===== src/rtl/score_pulse_gen.sv =====
// score_pulse_gen: buffers landing points and drains them as single-cycle
// 'increase' pulses, spaced so the downstream one-point-per-pulse display
// counter never misses a point. Repeat landings on the same platform are ignored.
module score_pulse_gen #(
    parameter int ID_WIDTH   = 4,
    parameter int PEND_WIDTH = 4,
    parameter int GAP        = 4
) (
    input  logic                  clk,
    input  logic                  rst,
    input  logic                  module_en,
    input  logic                  land_valid,
    input  logic [ID_WIDTH-1:0]   land_id,
    input  logic [2:0]            land_pts,
    output logic                  land_ready,
    output logic                  increase,
    output logic [PEND_WIDTH-1:0] pending,
    output logic                  busy
);

    // gap_cnt only ever holds values 0..GAP-1
    localparam int GAP_W = (GAP > 1) ? $clog2(GAP) : 1;

    // Highest pending value that can still absorb a worst-case 7-point landing
    localparam logic [PEND_WIDTH-1:0] READY_LIMIT = PEND_WIDTH'((2 ** PEND_WIDTH) - 8);

    typedef enum logic [1:0] {
        IDLE  = 2'd0,
        PULSE = 2'd1,
        GAP_S = 2'd2
    } state_t;

    state_t              state;
    logic [GAP_W-1:0]    gap_cnt;
    logic                last_valid;
    logic [ID_WIDTH-1:0] last_id;

    logic accept;
    logic is_dup;
    logic add_pts;
    logic start_pulse;

    // Accept and decrement may land on the same edge; both must apply.
    function automatic logic [PEND_WIDTH-1:0] next_pending(
        input logic [PEND_WIDTH-1:0] cur,
        input logic                  add,
        input logic [2:0]            pts,
        input logic                  dec
    );
        logic [PEND_WIDTH-1:0] sum;
        sum = cur;
        if (add) sum = sum + PEND_WIDTH'(pts);
        if (dec) sum = sum - PEND_WIDTH'(1);
        return sum;
    endfunction

    // Ready is held low during reset as well, since nothing can be accepted then.
    assign land_ready  = rst && module_en && (pending <= READY_LIMIT);
    assign accept      = land_valid && land_ready;
    assign is_dup      = last_valid && (land_id == last_id);
    assign add_pts     = accept && !is_dup;
    assign start_pulse = (state == IDLE) && (pending != '0);
    assign busy        = (pending != '0) || (state != IDLE);

    // Pending-points bookkeeping, duplicate filter and pulse-spacing FSM
    always_ff @(posedge clk) begin
        if (!rst || !module_en) begin
            state      <= IDLE;
            pending    <= '0;
            gap_cnt    <= '0;
            increase   <= 1'b0;
            last_valid <= 1'b0;
            last_id    <= '0;
        end else begin
            pending <= next_pending(pending, add_pts, land_pts, start_pulse);

            if (add_pts) begin
                last_id    <= land_id;
                last_valid <= 1'b1;
            end

            case (state)
                IDLE: begin
                    if (start_pulse) begin
                        state    <= PULSE;
                        increase <= 1'b1;
                    end
                end
                PULSE: begin
                    state    <= GAP_S;
                    gap_cnt  <= GAP_W'(GAP - 1);
                    increase <= 1'b0;
                end
                GAP_S: begin
                    if (gap_cnt == '0) begin
                        state <= IDLE;
                    end else begin
                        gap_cnt <= gap_cnt - GAP_W'(1);
                    end
                end
                default: begin
                    state    <= IDLE;
                    increase <= 1'b0;
                end
            endcase
        end
    end

endmodule

===== config.mk =====
export PLATFORM = sky130hd
export DESIGN_NAME = score_pulse_gen
export DESIGN_NICKNAME = d
export VERILOG_FILES = /design/src/rtl/score_pulse_gen.sv
export SDC_FILE = /design/constraint.sdc
export NUM_CORES = 1
export LEC_CHECK = 0
export BUFFER_PORTS_ARGS = -buffer_cell sky130_fd_sc_hd__buf_2
export CAP_MARGIN = 20
export CORE_AREA = 2 2 46 48
export CTS_BUF_LIST = sky130_fd_sc_hd__clkbuf_16
export CTS_CLUSTER_DIAMETER = 30
export DETAILED_ROUTE_END_ITERATION = 6
export DIE_AREA = 0 0 48 50
export PLACE_DENSITY = 0.66
export SYNTH_ARGS = -nofsm -noshare
export SYNTH_HDL_FRONTEND = slang
export SYNTH_SLANG_ARGS = --single-unit
export TNS_END_PERCENT = 30

===== constraint.sdc =====
create_clock -name clk -period 3.8 [get_ports clk]
set_input_delay 0.76 -clock clk [delete_from_list [all_inputs] [get_ports clk]]
set_output_delay 0.76 -clock clk [all_outputs]
set_load 0.03 [all_outputs]

# After elaboration in Yosys (flattened, before gate mapping)
# Cells that the tools add are included.
[totals]
regBits = 14
output_inout_bits = 7
word_cells = 46
[op_classes]
n_addsub = 3
magnitude_cmp = 1
n_eq_ne = 6
mux = 10
bitwise_logic = 1
n_reduce_logical = 19
[op_table]
columns = ["cell", "n"]
rows = [
  ["$mux 4", 3],
  ["$logic_and 1x1->1", 6],
  ["$mux 2", 3],
  ["$ne 2x2->1 const B", 3],
  ["$pmux 2 s3", 1],
  ["$reduce_and 2->1", 3],
  ["$add 4x3->4", 1],
  ["$eq 4x4->1", 1],
  ["$le 4x4->1 const B", 1],
  ["$logic_not 2->1", 2],
  ["$pmux 2 s2", 1],
  ["$reduce_bool 2->1", 2],
  ["$reduce_bool 4->1", 1],
  ["$sub 4x1->4 const B", 1],
  ["$logic_not 1->1", 3],
  ["$eq 2x1->1 const B", 1],
  ["$eq 2x2->1 const B", 1],
  ["$logic_or 1x1->1", 2],
  ["$pmux 1 s2", 1],
  ["$sub 2x1->2 const B", 1],
  ["$mux 1", 1],
  ["$not 1->1", 1],
]

# Longest topological paths before layout
[logic_depth]
ltp_word = 8
depth_mapped = 8
mapped_depth_nobuf = 8

# Worst setup path before layout
# Ideal clock, no wire load.
[synth_timing]
path_kind = "register -> output"
from = "register pending[1]"
to = "output busy"
arrival_ns = 1.548
path_slack_ns = 1.492
path_stages_with_launch = 3
path_buffers = 0
path_cell_list = "dfxtp_1 -> or3_4 -> or4_2"
[synth_via]
elab_chain_len = 2
[synth_lines]
columns = ["item", "line", "text"]
rows = [
  ["start, declared", "17", "output logic [PEND_WIDTH-1:0] pending,"],
  ["start signal, assigned", "75", "pending <= next_pending(pending, add_pts, land_pts, start_pulse);"],
  ["$reduce_bool 4->1", "63", "assign busy = (pending != '0) || (state != IDLE);"],
  ["$logic_or 1x1->1", "63", ""],
  ["end, declared", "18", "output logic busy"],
]
# No other way between the ends.

# Worst setup path in the final report
# Same ends and word-level chain as after synthesis.

==> flow_summary.rst <==
.. list-table::
   :header-rows: 1

   * - Metric
     - Value
   * - # diodes
     - 0
   * - Synthesized netlist net count
     - 104
   * - Grt peak-use layer
     - met2
   * - Reg2reg path depth
     - 8
   * - Final setup viols
     - 0
   * - Synthesis-stage register bit count
     - 14
   * - Resized Gates After CTS
     - 0
   * - Area share of the leading cell type in the synthesized netlist
     - 34.1%
   * - Sequential element share of the synthesized area
     - 34.1%
   * - Delay of the slowest cell on the worst path
     - 0.54 ns
   * - Number of hold-repair buffers added at the cts stage
     - 0
   * - Die H
     - 50 um
   * - Area of all placed cells without fillers
     - 0.00101 mm^2
   * - Layout fillers
     - 178
   * - RSZ-0062 raised after global routing
     - no
   * - Origin of the critical flop-to-flop path
     - pending[1]
   * - IR drop worst, VDD
     - 0.000315 V
   * - Clock period minus worst slack
     - 2.50 ns
   * - Kind of launch point of the worst setup path
     - flop
   * - GR met2 Demand/Resource
     - 23.6%
   * - Post-synth cell types
     - 28
   * - Number of vias per cell
     - 5.06
   * - Largest fanout on the critical path
     - 6
   * - Core Region
     - 0.00190 mm^2
   * - Transition time at the pin with the least slew margin
     - 0.511 ns
   * - Startpoint of the most critical hold path
     - last_valid
   * - Routability congestion estimate from global placement
     - 0.754
   * - Total grt overflow
     - 0
   * - Most common cell in the netlist
     - sky130_fd_sc_hd__dfxtp_1
   * - Nets
     - 125
   * - Crit. End Element
     - output pin
   * - Worst slew margin relative to its limit
     - 65.6%
   * - Max-capacitance violation count
     - 0
   * - Top-level I/O count
     - 18
   * - Hold violation total from the final report
     - 0
   * - Number of buffers on the longest clock path
     - 2
   * - Worst clock skew on the final layout
     - 0.00200 ns
   * - CTS HTree Levels
     - 1
   * - Cell with the biggest individual delay on the critical path
     - sky130_fd_sc_hd__or4_2
   * - Synth Area per Inst
     - 9.43 um^2
   * - Outcome
     - finished clean
   * - Multi-input gate area
     - 514 um^2
   * - Die area
     - 0.00240 mm^2
   * - Final count of pins violating max slew
     - 0
   * - Initial core utilization
     - 43.2%
   * - Layout cells sized above 1
     - 26.2%
   * - Initial antenna violation count
     - 0
   * - Pin count of the biggest net entering global routing
     - 10
   * - Placed instance area
     - 936 um^2
   * - Endpoint arrival time on the critical path
     - 1.74 ns
   * - Tot GR Track Use
     - 14.3%
   * - 1st-iter DRT viols
     - 11
   * - Global routing usage on met3
     - 2.20%
   * - Met1 track demand over resource
     - 17.9%
   * - Sequential cell area
     - 280 um^2
   * - Number of remaining DRC errors
     - 0
   * - Clock slew at reported path FFs
     - 0.05 ns
   * - Share of flip-flops with an asynchronous set or reset
     - 0%
   * - Worst reg2reg path endpoint
     - pending[1]
   * - Cell Chain, Critical Path
     - or3_4 -> or4_2 -> buf_2
   * - Iteration count of the initial detailed-routing pass
     - 4
   * - Share of the clock period used by the worst path
     - 65.9%
   * - Largest cells by area after synthesis
     - sky130_fd_sc_hd__dfxtp_1 34%, sky130_fd_sc_hd__mux2i_1 12%, sky130_fd_sc_hd__ha_1 7.6%, sky130_fd_sc_hd__nor2_1 5.5%, sky130_fd_sc_hd__xnor2_1 4.3%
   * - Clock tree from TritonCTS
     - yes
   * - Clk_lat worst skew
     - 0.24 ns
   * - Most used flip-flop cell after synthesis
     - sky130_fd_sc_hd__dfxtp_1
   * - Via count
     - 678
   * - DIE WIDTH
     - 48 um
   * - Classification of the worst-slack hold path
     - flop to flop
   * - Master cell of the clock root buffer
     - sky130_fd_sc_hd__clkbuf_16
   * - Worst hold stages
     - 1
   * - Global-route wire length before repair
     - 2530 um
   * - Wire length per cell
     - 11.1 um
   * - Total of buffers placed on input and output ports
     - 17
   * - Synthesized instance count
     - 87
   * - Number of buffers added by the clock tree synthesis step
     - 3
   * - Number of warnings issued by yosys
     - 0
   * - Residual antenna-violating net count after detailed routing
     - 0
   * - Area of the mapped netlist
     - 821 um^2
   * - Half-perimeter wire length after detailed placement
     - 1200 um
   * - Via count of the first global-routing pass
     - 605
   * - Final sum of negative setup slack
     - 0 ns
   * - Number of synthesized flops with an enable pin
     - 0
   * - Total wire length after detailed routing
     - 1490 um
   * - Post-CTS repair timing setup buffer count
     - 0
   * - CP Class
     - flop to output pin
   * - Post-synth top area cell
     - sky130_fd_sc_hd__dfxtp_1
   * - Required time of the critical path
     - 3.04 ns
   * - Slack of the worst reg-to-reg path
     - 1.73 ns
   * - Worst Hold Path EP
     - last_valid
   * - Maximum achievable frequency
     - 399 MHz
   * - CTS sink count
     - 14
   * - P&R area growth vs syn
     - 23.6%
   * - Power density relative to cell area
     - 698 mW/mm^2
   * - Most numerous cell types in the synthesized netlist
     - 14 x sky130_fd_sc_hd__dfxtp_1, 12 x sky130_fd_sc_hd__nor2_1, 10 x sky130_fd_sc_hd__mux2i_1
   * - Leak pwr
     - 0.464 nW
   * - Number of standard-cell rows in the floorplan
     - 16
cell families (layout without fill, tap and decap cells):
family | count (synthesis) | after routing | synth area share (%)
AOI/OAI and AO/OA | 15 | 15 | 15.5
xor gates and xnor gates | 6 | 6 | 6.40
adders and majority gates | 6 | 6 | 10.1
buffers and inverters | 7 | 27 | 3.20
DFF | 14 | 14 | 34.1
muxes | 12 | 12 | 14.9
and+or+nand+nor | 27 | 27 | 15.7
worst max-delay path: cells and delay by family, from the launching register on:
kind	cells	cell delay (ns)
buf+inv	1	0.20
flops	1	0.33
simple gates	2	0.98
sequential cells by signal (all words and copies together) (netlist names):
name        count
gap_cnt         2
increase        1
last_id         4
last_valid      1
pending         4
state           2
how the worst max path moves through the flow:
stage,start,end,slack (ns),cells after the start
after floorplan,pending[1],busy,1.49,2
final,pending[1],busy,1.30,3
after global placement,land_id[0],pending[1],1.32,9
after CTS,pending[1],busy,1.29,3
after global routing,pending[1],busy,1.23,3
after detailed placement,land_id[2],pending[1],1.27,9
report_power, final:
part / switching, mW / total (mW) / internal, mW
sequential: 0.0313 / 0.204 / 0.173
clock: 0.0586 / 0.198 / 0.139
combinational: 0.183 / 0.306 / 0.123
total: 0.273 / 0.708 / 0.435
layout by cell type (no fill, tap or decap), types with 2 or more instances in the layout:
master,count
sky130_fd_sc_hd__mux2i_1,10
sky130_fd_sc_hd__xor2_1,2
sky130_fd_sc_hd__nand3_1,2
sky130_fd_sc_hd__buf_2,17
sky130_fd_sc_hd__a21oi_1,5
sky130_fd_sc_hd__dfxtp_1,14
sky130_fd_sc_hd__nor2b_1,2
sky130_fd_sc_hd__o221a_2,2
sky130_fd_sc_hd__xnor2_1,4
sky130_fd_sc_hd__o21ai_0,2
sky130_fd_sc_hd__ha_1,5
sky130_fd_sc_hd__inv_1,6
sky130_fd_sc_hd__clkbuf_16,3
sky130_fd_sc_hd__nand2_1,6
sky130_fd_sc_hd__nor2_1,12
layout make-up:
type / count / share of cell area, %
Clock inverter: 1 / 0.370
Clock buffer: 3 / 7.40
Multi-Input combinational cell: 66 / 50.7
Sequential cell: 14 / 27.6
Tap cell: 27 / 3.33
Inverter: 6 / 2.22
Timing Repair Buffer: 17 / 8.38
per-stage QoR:
step,util (%),hold WS [ns],worst slack (ns),cells,power (mW)
after detailed placement,49.2,0.471,1.27,130,0.514
final,53.4,0.478,1.30,134,0.708
after global routing,53.4,0.506,1.23,134,0.759
after floorplan,-,0.449,1.49,87,0.440
after global placement,49.2,0.461,1.32,130,0.508
after CTS,53.4,0.482,1.29,134,0.713
per-layer routing:
layer / wire, um / part of all wire (%)
met1: 668 / 45
met4: 27 / 1.8
met3: 46 / 3.1
met5: 0 / 0
met2: 747 / 50
No activity file was read; power rests on OpenSTA's default activity.
